--- src/rtl/calc_text_renderer.sv ---
`timescale 1ns/1ps
// calc_text_renderer: one line of scaled 8x8 text. Holds a line buffer of
// ASCII codes, drives the font ROM lookup and turns the returned font row
// into RGB444 pixels, three clocks after the coordinate arrives.
module calc_text_renderer #(
  parameter int unsigned COLS       = 16,
  parameter int unsigned X0         = 0,
  parameter int unsigned Y0         = 0,
  parameter int unsigned SCALE_LOG2 = 2,
  parameter logic [11:0] FG         = 12'hFFF,
  parameter logic [11:0] BG         = 12'h000
) (
  input  logic        clk,
  input  logic        rst_n,
  input  logic [9:0]  pixel_x,
  input  logic [9:0]  pixel_y,
  input  logic        video_on,
  input  logic        wr_en,
  input  logic [5:0]  wr_addr,
  input  logic [7:0]  wr_char,
  input  logic        clear,
  output logic [7:0]  char_code,
  output logic [3:0]  row,
  input  logic [7:0]  font_line,
  output logic        pixel_on,
  output logic [11:0] rgb
);

  localparam int unsigned CHAR_W  = 8;
  localparam int unsigned COORD_W = 10;
  localparam int unsigned RGB_W   = 12;
  localparam int unsigned GLYPH_W = 8 << SCALE_LOG2;
  localparam int unsigned BOX_W   = COLS * GLYPH_W;
  localparam logic [CHAR_W-1:0] SPACE = 8'd32;

  logic [CHAR_W-1:0]  buf_q [COLS];

  logic [COORD_W-1:0] lx_c;
  logic [COORD_W-1:0] ly_c;
  logic [COORD_W-1:0] col_c;
  logic [2:0]         grow_c;
  logic [2:0]         gbit_c;
  logic               in_box_c;
  logic [CHAR_W-1:0]  rd_char_c;

  logic [2:0]         gbit_d1, gbit_d2;
  logic               in_box_d1, in_box_d2;
  logic               video_on_d1, video_on_d2;
  logic               lit_c;

  // Line buffer: clear wins over a write; out-of-range addresses match no entry
  always_ff @(posedge clk or negedge rst_n) begin
    if (!rst_n) begin
      for (int unsigned i = 0; i < COLS; i++) buf_q[i] <= SPACE;
    end else if (clear) begin
      for (int unsigned i = 0; i < COLS; i++) buf_q[i] <= SPACE;
    end else if (wr_en) begin
      for (int unsigned i = 0; i < COLS; i++)
        if (wr_addr == 6'(i)) buf_q[i] <= wr_char;
    end
  end

  // Stage 0: box-relative coordinates; lx/ly wrap below the origin but in_box masks that
  always_comb begin
    lx_c     = pixel_x - COORD_W'(X0);
    ly_c     = pixel_y - COORD_W'(Y0);
    col_c    = lx_c >> (3 + SCALE_LOG2);
    grow_c   = 3'(ly_c >> SCALE_LOG2);
    gbit_c   = 3'(lx_c >> SCALE_LOG2);
    in_box_c = (32'(pixel_x) >= X0) && (32'(pixel_x) < X0 + BOX_W) &&
               (32'(pixel_y) >= Y0) && (32'(pixel_y) < Y0 + GLYPH_W) &&
               video_on;
  end

  // Buffer read mux; columns past COLS read as space
  always_comb begin
    rd_char_c = SPACE;
    for (int unsigned i = 0; i < COLS; i++)
      if (col_c == COORD_W'(i)) rd_char_c = buf_q[i];
  end

  // Stage 1: glyph lookup to the font ROM, non-ASCII codes shown as space
  always_ff @(posedge clk or negedge rst_n) begin
    if (!rst_n) begin
      char_code   <= SPACE;
      row         <= 4'd0;
      gbit_d1     <= 3'd0;
      in_box_d1   <= 1'b0;
      video_on_d1 <= 1'b0;
    end else begin
      char_code   <= (in_box_c && !rd_char_c[7]) ? rd_char_c : SPACE;
      row         <= {1'b0, grow_c};
      gbit_d1     <= gbit_c;
      in_box_d1   <= in_box_c;
      video_on_d1 <= video_on;
    end
  end

  // Stage 2: align pixel flags with the ROM's one-cycle read
  always_ff @(posedge clk or negedge rst_n) begin
    if (!rst_n) begin
      gbit_d2     <= 3'd0;
      in_box_d2   <= 1'b0;
      video_on_d2 <= 1'b0;
    end else begin
      gbit_d2     <= gbit_d1;
      in_box_d2   <= in_box_d1;
      video_on_d2 <= video_on_d1;
    end
  end

  // Bit 7 of the font row is the leftmost pixel, so bit index is 7 - gbit
  assign lit_c = in_box_d2 & font_line[~gbit_d2];

  // Stage 3: registered colour output
  always_ff @(posedge clk or negedge rst_n) begin
    if (!rst_n) begin
      pixel_on <= 1'b0;
      rgb      <= RGB_W'(0);
    end else begin
      pixel_on <= lit_c;
      rgb      <= lit_c ? FG : (video_on_d2 ? BG : RGB_W'(0));
    end
  end

endmodule

--- config.mk ---
export PLATFORM = sky130hd
export DESIGN_NAME = calc_text_renderer
export DESIGN_NICKNAME = d
export VERILOG_FILES = /design/src/rtl/calc_text_renderer.sv
export SDC_FILE = /design/constraint.sdc
export NUM_CORES = 1
export LEC_CHECK = 0
export BUFFER_PORTS_ARGS = -buffer_cell sky130_fd_sc_hd__clkbuf_2
export CAP_MARGIN = 15
export CELL_PAD_IN_SITES_DETAIL_PLACEMENT = 0
export CELL_PAD_IN_SITES_GLOBAL_PLACEMENT = 1
export CORE_UTILIZATION = 51
export CTS_CLUSTER_SIZE = 40
export DETAILED_ROUTE_END_ITERATION = 8
export PLACE_DENSITY = 0.82
export SETUP_SLACK_MARGIN = 0.4
export SLEW_MARGIN = 30
export SYNTH_ARGS = -nofsm -noshare
export SYNTH_HDL_FRONTEND = slang
export SYNTH_SLANG_ARGS = --single-unit
--- constraint.sdc ---
create_clock -name clk -period 3.3 [get_ports clk]
set_input_delay 0.165 -clock clk [delete_from_list [all_inputs] [get_ports clk]]
set_output_delay 0.165 -clock clk [all_outputs]
set_load 0.01 [all_outputs]
# [Word level (Yosys, flattened, before mapping)]
# Index checks and enable logic that the tools add are counted.
[totals] input_bits=47 output_inout_bits=25 ff_bits=160
[classes] n_reduce_logical=39 n_eq_ne=30 order_cmp=3 bitwise_logic=2 mux=38
[ops] op="8-bit 2-to-1 mux" n=33
[ops] op="128-bit 2-to-1 mux" n=2
[ops] op="6-bit by 4-bit equality test with 1-bit output (second input constant)" n=8
[ops] op="5-bit by 4-bit equality test with 1-bit output (second input constant)" n=8
[ops] op="2-bit nonzero test" n=17
[ops] op="2-bit AND reduction" n=16
[ops] op="6-bit by 3-bit equality test with 1-bit output (second input constant)" n=4
[ops] op="5-bit by 3-bit equality test with 1-bit output (second input constant)" n=4
[ops] op="6-bit by 2-bit equality test with 1-bit output (second input constant)" n=2
[ops] op="12-bit 2-to-1 mux" n=1
[ops] op="5-bit by 2-bit equality test with 1-bit output (second input constant)" n=2
[ops] op="10-bit logical NOT" n=1
[ops] op="10-bit less-than comparator (second input constant)" n=1
[ops] op="10-bit by 6-bit less-than comparator with 1-bit output (second input constant)" n=1
[ops] op="6-bit by 1-bit equality test with 1-bit output (second input constant)" n=1
[ops] op="6-bit logical NOT" n=1
[ops] op="5-bit by 1-bit equality test with 1-bit output (second input constant)" n=1
[ops] op="3-bit by 4-bit less-than comparator with 1-bit output (second input constant)" n=1
[ops] op="1-bit binary-select mux with 3-bit select" n=1
[ops] op="1-bit logical AND" n=3
[ops] op="3-bit inverter" n=1
[ops] op="1-bit bitwise AND" n=1
[ops] op="1-bit logical NOT" n=1
[ops] op="1-bit 2-to-1 mux" n=1

# [Longest topological paths before layout]
[logic_depth] word_depth=20 depth_mapped=9

# [Worst setup path before layout]
# Ideal clock, no wire load.
[synth_timing] kind="input-to-reg" start="in pixel_x[5]" end="reg char_code[4]" path_buffers=1 setup_time_ps=120 required_time_ps=3180 setup_slack_ps=1633 path_stages=7 arrival_time_ps=1547 path_cell_list="buf_2 -> or3b_2 -> a21oi_1 -> a31oi_1 -> o2111ai_1 -> a211oi_4 -> and3_1"
[synth_between] elab_chain_cells=20 word_cells_on_any_way=38
[synth_lines] element="from (decl)" line_no="15" source="input logic [9:0] pixel_x,"
[synth_lines] element="10-bit logical NOT" line_no="79" source="if (col_c == COORD_W'(i)) rd_char_c = buf_q[i];"
[synth_lines] element="8-bit 2-to-1 mux (16 in series)" line_no="79"
[synth_lines] element="1-bit logical NOT" line_no="91" source="char_code <= (in_box_c && !rd_char_c[7]) ? rd_char_c : SPACE;"
[synth_lines] element="1-bit logical AND" line_no="91"
[synth_lines] element="8-bit 2-to-1 mux *" line_no="91"
[synth_lines] element="to (signal assigned)" line_no="91"
[synth_lines] element="to (decl)" line_no="22" source="output logic [7:0] char_code,"
# Every way passes the cells marked *; elsewhere a longest branch is shown, timed or not.
# A chain may end at the register's enable or synchronous reset.

# [Worst setup path in the final report]
[layout_timing] start="in pixel_x[6]" end="reg char_code[3]"
# Same word-level chain as after synthesis.

==> flow_summary.ini <==
[global_route]
grt_usage = 0.276
grt_util_met3 = 0.0517
grt_max_degree = 129
use_met2 = 0.427
grt_pass1_wl_um = 30900
grt_util_met1 = 0.379
grt_pass1_vias = 5587
top_usage_layer = met2
antenna_found_initial = 0
gr-total-overflow = 0

[sta]
slew_headroom = 0.377
fin_tns_setup_ns = 0
worst_slew_pin_slew_ns = 0.934
rsz0062_at_grt = no
drv_slew = 0
finalHoldViolCount = 0
period_needed_ns = 2.08
setup_viol = 0
finClkSkew_ns = 0.00693
fin_crit_sh = 0.631
fmax_mhz = 480

[placed_design]
dp_hpwl_um = 12600
io_buffers = 66
gp_congestion = 0.843
dpl_cell_area_um2 = 7870

[route]
viasPerCell = 6.00
wl_per_cell_um = 20.3
routed_wl_um = 19500
vias = 5758
dr.pass1.iters = 6
drtAntennaViolNets = 0
drc = 0
dr.first_iter.drc_count = 568

[synth]
syn_inst = 722
ys_warn_count = 0
async_reset_ff_frac = 1.00
syn_avg_cell_area_um2 = 10.4
syn-cell-area_um2 = 7520
seq_area_frac_synth = 0.495
synth_edf_count = 0
ys_ff_latch = 148
ys_dominant_reg_cell = dfrtp_1
synth.distinct_cells = 63

[layout]
drive_gt1_frac = 0.194
multi_input_area_um2 = 3460
nFillCells = 1219
fin_area_um2 = 8570
regArea_um2 = 3720
n_antenna_cell = 0
synthToLayoutAreaGrowth_pct = 14.0
finalNetCount = 809

[clocking]
cts_setup_buffers = 0
clock-root-buffer = clkbuf_16
cts_tree = done
clkSinkCount = 148
clock_latency_ns = 0.43
ctsLongestPathBuffers = 2
clk_pin_slew_ns = 0.06
cts_made_buffers = 17
htreeDepth = 4

[setup_path]
worst-setup-path-type = primary input to flop
crit_path_max_incr_delay_ns = 0.54
path_delay_family = compound AO/OA/AOI/OAI gates
path_max_fanout = 29
r2r-start = buf_q[71]$_DFFE_PN0P_
cp_cell_sequence = clkbuf_2, nor2_1, a221oi_2, o2111ai_1, a211oi_4, o311a_1
cp-end-kind = flop
cp.required_ns = 3.66
path_buf_inv = 1
start_kind = primary input
r2r_slack_ns = 1.35
crit_slowest_cell = clkbuf_2
crit_path_start = pixel_x[6]
cp.arrival_ns = 2.44

[min_path]
hold_class = primary input to flop
hp-start = pixel_y[6]

[status]
status = finished, final reports clean

[power]
ir_drop_mv = 0.391
swShare = 0.234
internal-power_uw = 3200
pwr-share-clk = 0.489
pwr-share-seq = 0.439
power_density_nw_per_um2 = 488
p_sw_uw = 978
p_leak_uw = 0.00409
pwr-share-comb = 0.071

[floorplan]
boundaryPins = 72
core_area_um2 = 14500
die_area_um2 = 15200
rows = 44
start_util = 0.519
die_h_um = 123
die-width_um = 123

[job]
maxCapViolCount = 0
metrics by stage:
stage | setup WS, ns | std cells | total power [uW] | hold WS, ns | utilization
finish | 1.22 | 959 | 4180 | 0.183 | 0.592
global route | 1.20 | 959 | 4320 | 0.185 | 0.592
CTS | 1.26 | 959 | 4210 | 0.161 | 0.592
detailed placement | 0.823 | 920 | 2160 | 0.275 | 0.544
global placement | 0.850 | 920 | 2160 | 0.273 | 0.544
floorplan | 1.63 | 723 | 2030 | -0.131 | -
synthesized netlist by cell type, types with 4 or more instances:
| library cell | instances | share of area |
|---|---|---|
| nor2_1 | 137 | 0.068 |
| dfrtp_1 | 131 | 0.44 |
| mux2i_1 | 128 | 0.17 |
| nand2_1 | 35 | 0.017 |
| clkbuf_1 | 31 | 0.015 |
| o21ai_0 | 25 | 0.017 |
| a21oi_1 | 23 | 0.015 |
| dfstp_2 | 17 | 0.059 |
| buf_4 | 16 | 0.016 |
| nor2b_1 | 16 | 0.013 |
| a211o_1 | 15 | 0.017 |
| buf_2 | 14 | 0.0093 |
| inv_1 | 10 | 0.0050 |
| nand3_1 | 10 | 0.0067 |
| a22oi_1 | 9 | 0.0090 |
| nand2b_1 | 8 | 0.0067 |
| a31oi_1 | 6 | 0.0050 |
| mux2_2 | 6 | 0.0090 |
| mux4_2 | 6 | 0.018 |
| nor2_2 | 6 | 0.0050 |
| nor3_1 | 6 | 0.0040 |
| and3_1 | 5 | 0.0042 |
| o22ai_1 | 4 | 0.0033 |
power by group through the flow:
stage	logic (uW)	clock network, uW	registers (uW)
floorplan	161	0	1870
global placement	288	0	1870
detailed placement	293	0	1870
CTS	300	2070	1840
global route	326	2160	1840
finish	298	2040	1840
flip-flops by register name (all words and copies together), names as in the netlist:
register / count
in_box_d2: 1
row: 3
in_box_d1: 1
buf_q: 128
gbit_d2: 3
gbit_d1: 3
rgb: 1
char_code: 8
cells by family (layout without fill, tap and decap cells):
logic type             count (synthesis)  count (layout)  share of synthesized area
and+or+nand+nor                      245             245                      0.152
DFF                                  148             148                      0.495
muxes                                140             140                      0.197
AOI/OAI and AO/OA                    117             117                      0.110
buffers and inverters                 71             123                     0.0458
other                                  1               2                   0.000499
cell type report:
class / count / share of cell area
inverter: 10 / 0.00438
tap: 184 / 0.0269
clock buffer: 19 / 0.0517
multi-input combinational: 504 / 0.403
timing repair buffer: 81 / 0.0580
sequential: 148 / 0.435
clock inverter: 13 / 0.0213
placed cells by master (no fill, tap or decap), drive strengths merged, types with 4 or more instances in the layout:
cell / count
a211o: 15
a21oi: 23
a22oi: 9
a31oi: 6
and3: 5
buf: 9
bufinv: 4
clkbuf: 84
clkinv: 8
dfrtp: 131
dfstp: 17
dlygate4sd3: 7
inv: 10
mux2: 6
mux2i: 128
mux4: 6
nand2: 35
nand2b: 8
nand3: 11
nor2: 143
nor2b: 16
nor3: 9
o21ai: 26
o22ai: 4
timing repair:
item                                   in CTS  in global routing
gates resized for setup                     0                  0
hold buffers                                7                  0
endpoints found under the hold margin      89                  0
final timing paths:
check                                               to  cells after the start
worst max-delay path            char_code[3]$_DFF_PN0_                      6
worst min-delay path               in_box_d1$_DFF_PN0_                      4
worst max register to register  char_code[3]$_DFF_PN0_                      5
worst min register to register    gbit_d2[2]$_DFF_PN0_                      0
max in group asynchronous       buf_q[123]$_DFFE_PN0P_                      3
min in group asynchronous            rgb[10]$_DFF_PN0_                      2
tightest hold or removal path: cells and delay by family:
kind	cells	cell delay (ns)
buf+inv	2	0.14
simple gates	2	0.24
per-layer routing:
layer / wire [um] / up-vias / share of wire
met5: 0 / - / 0
met4: 597 / 0 / 0.031
met3: 1220 / 44 / 0.063
met2: 9140 / 217 / 0.47
met1: 8520 / 2883 / 0.44
li1: - / 2614 / -
No activity file was read; power rests on OpenSTA's default activity.
